[src/rtl/jtag_dr_reg.sv]
// -----------------------------------------------------------------------------
// jtag_dr_reg
//
// Parametrised JTAG test data register: one instance per DR (IDCODE, user DRs)
// behind the TAP controller. Captures either a constant or a live parallel word
// in Capture-DR and shifts LSB-first in Shift-DR. It can optionally commit the
// shifted-in word to a shadow register in Update-DR. A commit only happens for a
// frame of exactly WIDTH bits. Short or long frames produce an error pulse.
//
// Parameters
//   WIDTH         register length in bits (2..64)
//   CAPTURE_MODE  0: capture CAPTURE_VAL, 1: capture the capture_data input
//   CAPTURE_VAL   constant captured in mode 0; also the shift register reset value
//   UPDATE_EN     1: shadow update register present; 0: update outputs tied low
//
// Ports
//   TCK           JTAG clock, all state changes on posedge
//   TRST          synchronous active-low reset (clears the shadow register too)
//   tlr_reset     Test-Logic-Reset soft reset (shadow register kept)
//   dr_select     this DR is selected by the current instruction
//   CaptureDR     TAP Capture-DR state
//   ShiftDR       TAP Shift-DR state
//   UpdateDR      TAP Update-DR state
//   TDI           serial input
//   TDO           serial output, shift_reg[0] (combinational)
//   capture_data  parallel capture word (mode 1)
//   update_data   shadow register
//   update_valid  one-cycle pulse, update_data loaded on the previous edge
//   update_err    one-cycle pulse, Update-DR reached with a bad frame length
//   shift_count   bits shifted since last capture, saturating at WIDTH
//   overflow      sticky, more than WIDTH bits shifted since last capture
// -----------------------------------------------------------------------------
module jtag_dr_reg #(
    parameter int          WIDTH        = 32,
    parameter bit          CAPTURE_MODE = 1'b0,
    parameter logic [63:0] CAPTURE_VAL  = 64'h0000_0000_1000_1003,
    parameter bit          UPDATE_EN    = 1'b1
) (
    input  logic                       TCK,
    input  logic                       TRST,
    input  logic                       tlr_reset,
    input  logic                       dr_select,
    input  logic                       CaptureDR,
    input  logic                       ShiftDR,
    input  logic                       UpdateDR,
    input  logic                       TDI,
    output logic                       TDO,
    input  logic [WIDTH-1:0]           capture_data,
    output logic [WIDTH-1:0]           update_data,
    output logic                       update_valid,
    output logic                       update_err,
    output logic [$clog2(WIDTH+1)-1:0] shift_count,
    output logic                       overflow
);

    localparam int              CW      = $clog2(WIDTH+1);
    localparam logic [CW-1:0]   FULL    = CW'(WIDTH);
    localparam logic [CW-1:0]   ONE     = CW'(1);
    localparam logic [WIDTH-1:0] RST_VAL = CAPTURE_VAL[WIDTH-1:0];

    logic [WIDTH-1:0] shift_reg;
    logic [WIDTH-1:0] cap_word;
    logic             do_cap;
    logic             do_shift;

    // TAP-state decode. Only one state should be active at a time, but if
    // several are, capture wins over shift, which wins over update.
    always_comb begin
        do_cap   = dr_select & CaptureDR;
        do_shift = dr_select & ~CaptureDR & ShiftDR;
        cap_word = CAPTURE_MODE ? capture_data : RST_VAL;
    end

    // Shift path: shift register, frame length tracking and overflow.
    always_ff @(posedge TCK) begin
        if (!TRST || tlr_reset) begin
            shift_reg   <= RST_VAL;
            shift_count <= '0;
            overflow    <= 1'b0;
        end else if (do_cap) begin
            shift_reg   <= cap_word;
            shift_count <= '0;
            overflow    <= 1'b0;
        end else if (do_shift) begin
            shift_reg <= {TDI, shift_reg[WIDTH-1:1]};
            // The count saturates at WIDTH. Any further bit marks the frame as long.
            if (shift_count != FULL)
                shift_count <= shift_count + ONE;
            else
                overflow <= 1'b1;
        end
    end

    assign TDO = shift_reg[0];

    generate
        if (UPDATE_EN) begin : g_upd
            logic [WIDTH-1:0] shadow;
            logic             vld;
            logic             err;
            logic             do_upd;
            logic             frame_ok;

            always_comb begin
                do_upd   = dr_select & ~CaptureDR & ~ShiftDR & UpdateDR;
                frame_ok = (shift_count == FULL) && !overflow;
            end

            // The shadow register is only cleared by TRST. A TAP soft reset
            // keeps the last committed word so the function it drives stays stable.
            always_ff @(posedge TCK) begin
                if (!TRST) begin
                    shadow <= '0;
                    vld    <= 1'b0;
                    err    <= 1'b0;
                end else if (tlr_reset) begin
                    vld <= 1'b0;
                    err <= 1'b0;
                end else begin
                    vld <= do_upd & frame_ok;
                    err <= do_upd & ~frame_ok;
                    if (do_upd && frame_ok)
                        shadow <= shift_reg;
                end
            end

            assign update_data  = shadow;
            assign update_valid = vld;
            assign update_err   = err;
        end else begin : g_noupd
            assign update_data  = '0;
            assign update_valid = 1'b0;
            assign update_err   = 1'b0;
        end
    endgenerate

endmodule

[config.mk]
export PLATFORM = sky130hd
export DESIGN_NAME = jtag_dr_reg
export DESIGN_NICKNAME = d
export VERILOG_FILES = /design/src/rtl/jtag_dr_reg.sv
export SDC_FILE = /design/constraint.sdc
export NUM_CORES = 1
export LEC_CHECK = 0
export CAP_MARGIN = 20
export CORE_MARGIN = 5
export CORE_UTILIZATION = 30
export DETAILED_ROUTE_END_ITERATION = 7
export PLACE_DENSITY_LB_ADDON = 0.1
export SETUP_SLACK_MARGIN = 0.4
export SYNTH_ARGS = -nofsm -noshare
export SYNTH_HDL_FRONTEND = slang
export SYNTH_SLANG_ARGS = --single-unit
[constraint.sdc]
create_clock -name TCK -period 3.11 [get_ports TCK]
set_input_delay 0.4665 -clock TCK [delete_from_list [all_inputs] [get_ports TCK]]
set_output_delay 0.4665 -clock TCK [all_outputs]
set_load 0.05 [all_outputs]
### After elaboration in Yosys (flattened, before gate mapping)

Cells that the tools add are included.

* bitwise operators: 13
* add/sub/neg operators: 1
* equal/unequal tests: 2
* reductions and logical operators: 10

Operators by type and width (number)
* $and A1 B1 Y1: 7
* $add A6 B1 Y6 const B: 1
* $eq A6 B6 Y1 const B: 1
* $ne A6 B6 Y1 const B: 1
* $not A1 Y1: 6
* $reduce_and A2 Y1: 3
* $reduce_or A2 Y1: 2
* $logic_and A1 B1 Y1: 2
* $logic_not A1 Y1: 2
* $logic_or A1 B1 Y1: 1

* output and inout bits: 42
* word-level logic and storage cells: 32
* input bits: 40
* register bits: 73

### Longest topological paths before layout

* depth in word-level cells: 6
* mapped depth: 6

### Worst setup path after synthesis

Ideal clock, no wire load.

* kind: register to register
* from: reg shift_count[5]
* to: reg g_upd.shadow[10] (netlist: update_data[10])
* library setup time: 0.072 ns
* cell stages (with the launch flop): 6
* required time: 3.038 ns
* path buffers: 2
* arrival time: 1.675 ns
* path slack: 1.364 ns
* cell sequence: dfxtp_1 nor4b_4 and4_1 buf_6 buf_12 mux2i_1

* cells in the longest elaborated chain, start to end: 4

RTL lines
* start, declared: line 52 `output logic [$clog2(WIDTH+1)-1:0] shift_count,`
* start signal, assigned: line 88 `shift_count <= shift_count + ONE;`
* $eq A6 B6 Y1: line 106 `frame_ok = (shift_count == FULL) && !overflow;`
* $logic_and A1 B1 Y1: line 106
* $logic_and A1 B1 Y1: line 122 `if (do_upd && frame_ok)`
* $reduce_and A2 Y1 (no source line)
* end signal, assigned: line 123 `shadow <= shift_reg;`
* end, declared: line 98 `logic [WIDTH-1:0] shadow;`

No other way between the ends.
A chain may end at the register's enable or synchronous reset.

### Final worst setup path

* from: reg shift_count[3]
* to: out shift_count[3]

No word-level cell between the ends.

==> metrics.csv <==
stage;metric;value;unit
clock_network;Root Driver;clkbuf_8;
synthesis;post-synthesis cell count;328;
clock_network;clk slew on worst S/H paths;0.08;ns
power_and_ir_drop;Net Switching;404.3;uW
place;Area after DPL;3406;sq um
synthesis;Yosys warning count;0;
outcome;status;finished clean;
floorplanning;Core Footprint;9240;sq um
hold_path;Hold Path Class;reg -> reg;
route;Vias/cell;4.370;
timing;Slew Limit Fails;0;
critical_path;CP arrival;1.67;ns
global_route;largest net degree at the start of global routing;66;
synthesis;Synth cell types;26;
place;post-DP HPWL;3988;microns
final_layout;Antenna Cells;0;
synthesis;Seq/Total Area, Yosys;0.5145;
critical_path;CP Cell Sequence;clkdlybuf4s50_1;
route;drt wl/cell;12.03;microns
final_layout;commonest non-fill, non-tap cell in the layout;nand2_1;
synthesis;Mapped Avg Cell Area;8.659;sq um
global_route;GRT overflow;0;
timing;fin crit share;0.6859;
synthesis;synthesis-stage register bit count;73;
timing;RSZ-0062 raised after global routing;false;
route;drt pass-1 iters;6;
route;vias post-DR;2220;
critical_path;Worst Reg-to-Reg Cells;4;
floorplanning;Die ar.;11510;sq um
critical_path;Setup crit end;shift_count[3];
global_route;initial antenna violation count;0;
critical_path;worst r2r src;shift_count[2]$_SDFFE_PP0P_;
route;final wirelength;6109;microns
clock_network;setup bufs post-CTS;0;
floorplanning;Die Span Y;107.3;microns
route;Routed Antenna Nets;0;
power_and_ir_drop;Sw Share;0.2309;
critical_path;CP max stage cell;clkdlybuf4s50_1;
final_layout;commonest non-fill, non-tap cells in the layout;nand2_1, dfxtp_1, clkdlybuf4s50_1;
timing;Final WS setup;0.9768;ns
critical_path;CP endpoint kind;output pin;
critical_path;worst endpoint required time;2.64;ns
place;RePlAce Congestion;0.6811;
clock_network;clock latency on the worst-skew pair;0.34;ns
timing;Setup-failing EPs final;0;
power_and_ir_drop;clock share of power;0.430;
synthesis;Synth Cell Area;2840;sq um
critical_path;reg-to-reg slack, setup;1.38;ns
clock_network;post-cts resize count;0;
power_and_ir_drop;Int Power;1347;uW
power_and_ir_drop;Pwr Density;485.1;nW/um^2
timing;slew margin rel.;0.5668;
place;I/O Buffers;49;
clock_network;CTS buffer count;9;
clock_network;Clock Tree Buf Depth;2;
place;Worst Setup Slack post-DPL;0.7412;ns
timing;Fin Setup TNS;0;ns
floorplanning;Rows;35;
critical_path;max incr delay on CP;0.86;ns
job;max_cap viols;0;
clock_network;clk sinks;73;
critical_path;critical path depth in cells;1;
final_layout;final layout net count;416;
timing;crit path time final;2.133;ns
final_layout;layout cells sized above 1;0.07124;
floorplanning;Initial Util;0.3074;
critical_path;Crit Path Class;reg -> out;
power_and_ir_drop;leakage power;0.001138;uW
global_route;first-pass GRT wire length;10540;microns
clock_network;H-tree levels;3;
critical_path;CP delay by family, top;buffers and inverters;
power_and_ir_drop;maximum vdd drop;0.1842;mV
final_layout;Syn-to-layout area delta;27.09;%
floorplanning;Die Wd;107.3;microns
floorplanning;I/O pins;82;
critical_path;startpoint type of the worst setup path;flip-flop;
final_layout;post-route cell area;3610;sq um
clock_network;# hold bufs at CTS;0;
route;DR DRC count;0;
timing;Clock Skew;0.008937;ns
timing;WHS;0.4569;ns
final_layout;final core occ;0.3907;
timing;Final Hold Viols;0;
synthesis;syn_nets;370;
power_and_ir_drop;power share of the combinational group;0.035;
critical_path;Worst Setup SP;shift_count[3]$_SDFFE_PP0P_;
timing;Max Clock Freq;0.4688;GHz
critical_path;CP bufs+invs;1;
critical_path;crit path max fanout;6;
power_and_ir_drop;Sequential Power Share;0.535;
clock_network;CTS tree;yes;
global_route;GR Util All Layers;0.1148;
global_route;vias in the first global route;2158;
route;DRT iter0 DRCs;76;
timing;Worst-Margin Slew;0.6497;ns
critical_path;reg2reg end;update_data[4]$_SDFFE_PN0P_;
[synthesized netlist by cell type, drive strengths merged]
| cell type | number | area share |
|---|---|---|
| a211o | 1 | 0.0035 |
| a21oi | 33 | 0.058 |
| a31oi | 1 | 0.0022 |
| and2 | 2 | 0.0044 |
| and3b | 1 | 0.0031 |
| and4 | 1 | 0.0031 |
| buf | 4 | 0.025 |
| clkbuf | 17 | 0.022 |
| dfxtp | 73 | 0.51 |
| ha | 2 | 0.0088 |
| inv | 2 | 0.0026 |
| mux2i | 34 | 0.12 |
| nand2 | 134 | 0.18 |
| nand3 | 9 | 0.016 |
| nand3b | 1 | 0.0026 |
| nand4b | 1 | 0.0031 |
| nor2 | 2 | 0.0026 |
| nor2b | 1 | 0.0022 |
| nor4b | 1 | 0.0084 |
| nor4bb | 1 | 0.0035 |
| o211a | 1 | 0.0035 |
| o21ai | 2 | 0.0035 |
| o31ai | 1 | 0.0026 |
| or3 | 2 | 0.0044 |
| or4 | 1 | 0.0026 |
[how the worst min path moves through the flow]
stage | from | end | slack (ns) | depth (start not counted)
2_1_floorplan | shift_reg[11]$_SDFFE_PP0P_ | shift_reg[10]$_SDFFE_PP0P_ | 0.45 | 2
6_report | update_data[5]$_SDFFE_PN0P_ | update_data[5]$_SDFFE_PN0P_ | 0.46 | 2
5_1_grt | update_data[2]$_SDFFE_PN0P_ | update_data[2]$_SDFFE_PN0P_ | 0.48 | 2
3_3_place_gp | update_data[0]$_SDFFE_PN0P_ | update_data[0]$_SDFFE_PN0P_ | 0.44 | 2
4_1_cts | update_data[23]$_SDFFE_PN0P_ | update_data[23]$_SDFFE_PN0P_ | 0.46 | 2
3_5_place_dp | update_data[23]$_SDFFE_PN0P_ | update_data[23]$_SDFFE_PN0P_ | 0.45 | 2
[area by class of cell]
class                      instances  area [sq um]
clock buffer                      10         137.6
inverter                           2         7.507
tap                              129         161.4
multi-input combinational        232          1237
clock inverter                     6         66.31
sequential                        73          1461
fill                             961          5630
timing repair buffer              56         538.0
[through the flow]
stage               std cells  power [uW]
floorplan                 328       996.6
detailed placement        492        1021
global placement          492        1021
global route              508        1831
finish                    508        1751
CTS                       508        1781
[worst register-to-register path: stages, from the launching register on]
cell     delay (ns)
dfxtp_1        0.38
nor4b_4        0.40
and4_2         0.31
buf_4          0.34
mux2i_1        0.24
[metal layers]
| metal | track usage | wire (microns) |
|---|---|---|
| met2 | 0.1622 | 2469 |
| met1 | 0.1586 | 3216 |
| met4 | 0.05479 | 124 |
| met3 | 0.03419 | 299 |
| met5 | 0 | 0 |
[power groups by stage]
stage               Combinational, uW  Clock [uW]  Sequential, uW
floorplan                        35.6           0             961
CTS                              61.8         782             937
detailed placement               61.8           0             959
global placement                 61.6           0             959
global route                     68.9         824             938
finish                           60.5         753             937
[logic make-up after synthesis]
group / count (synthesis) / share of synthesized area
AND/OR/NAND/NOR: 157 / 0.2330
AO/OA/AOI/OAI: 39 / 0.07357
buffers and inverters: 23 / 0.05022
adder cells (fa/ha/maj): 2 / 0.008809
flip-flops: 73 / 0.5145
multiplexers: 34 / 0.1198
(Power assumes the default switching activity.)
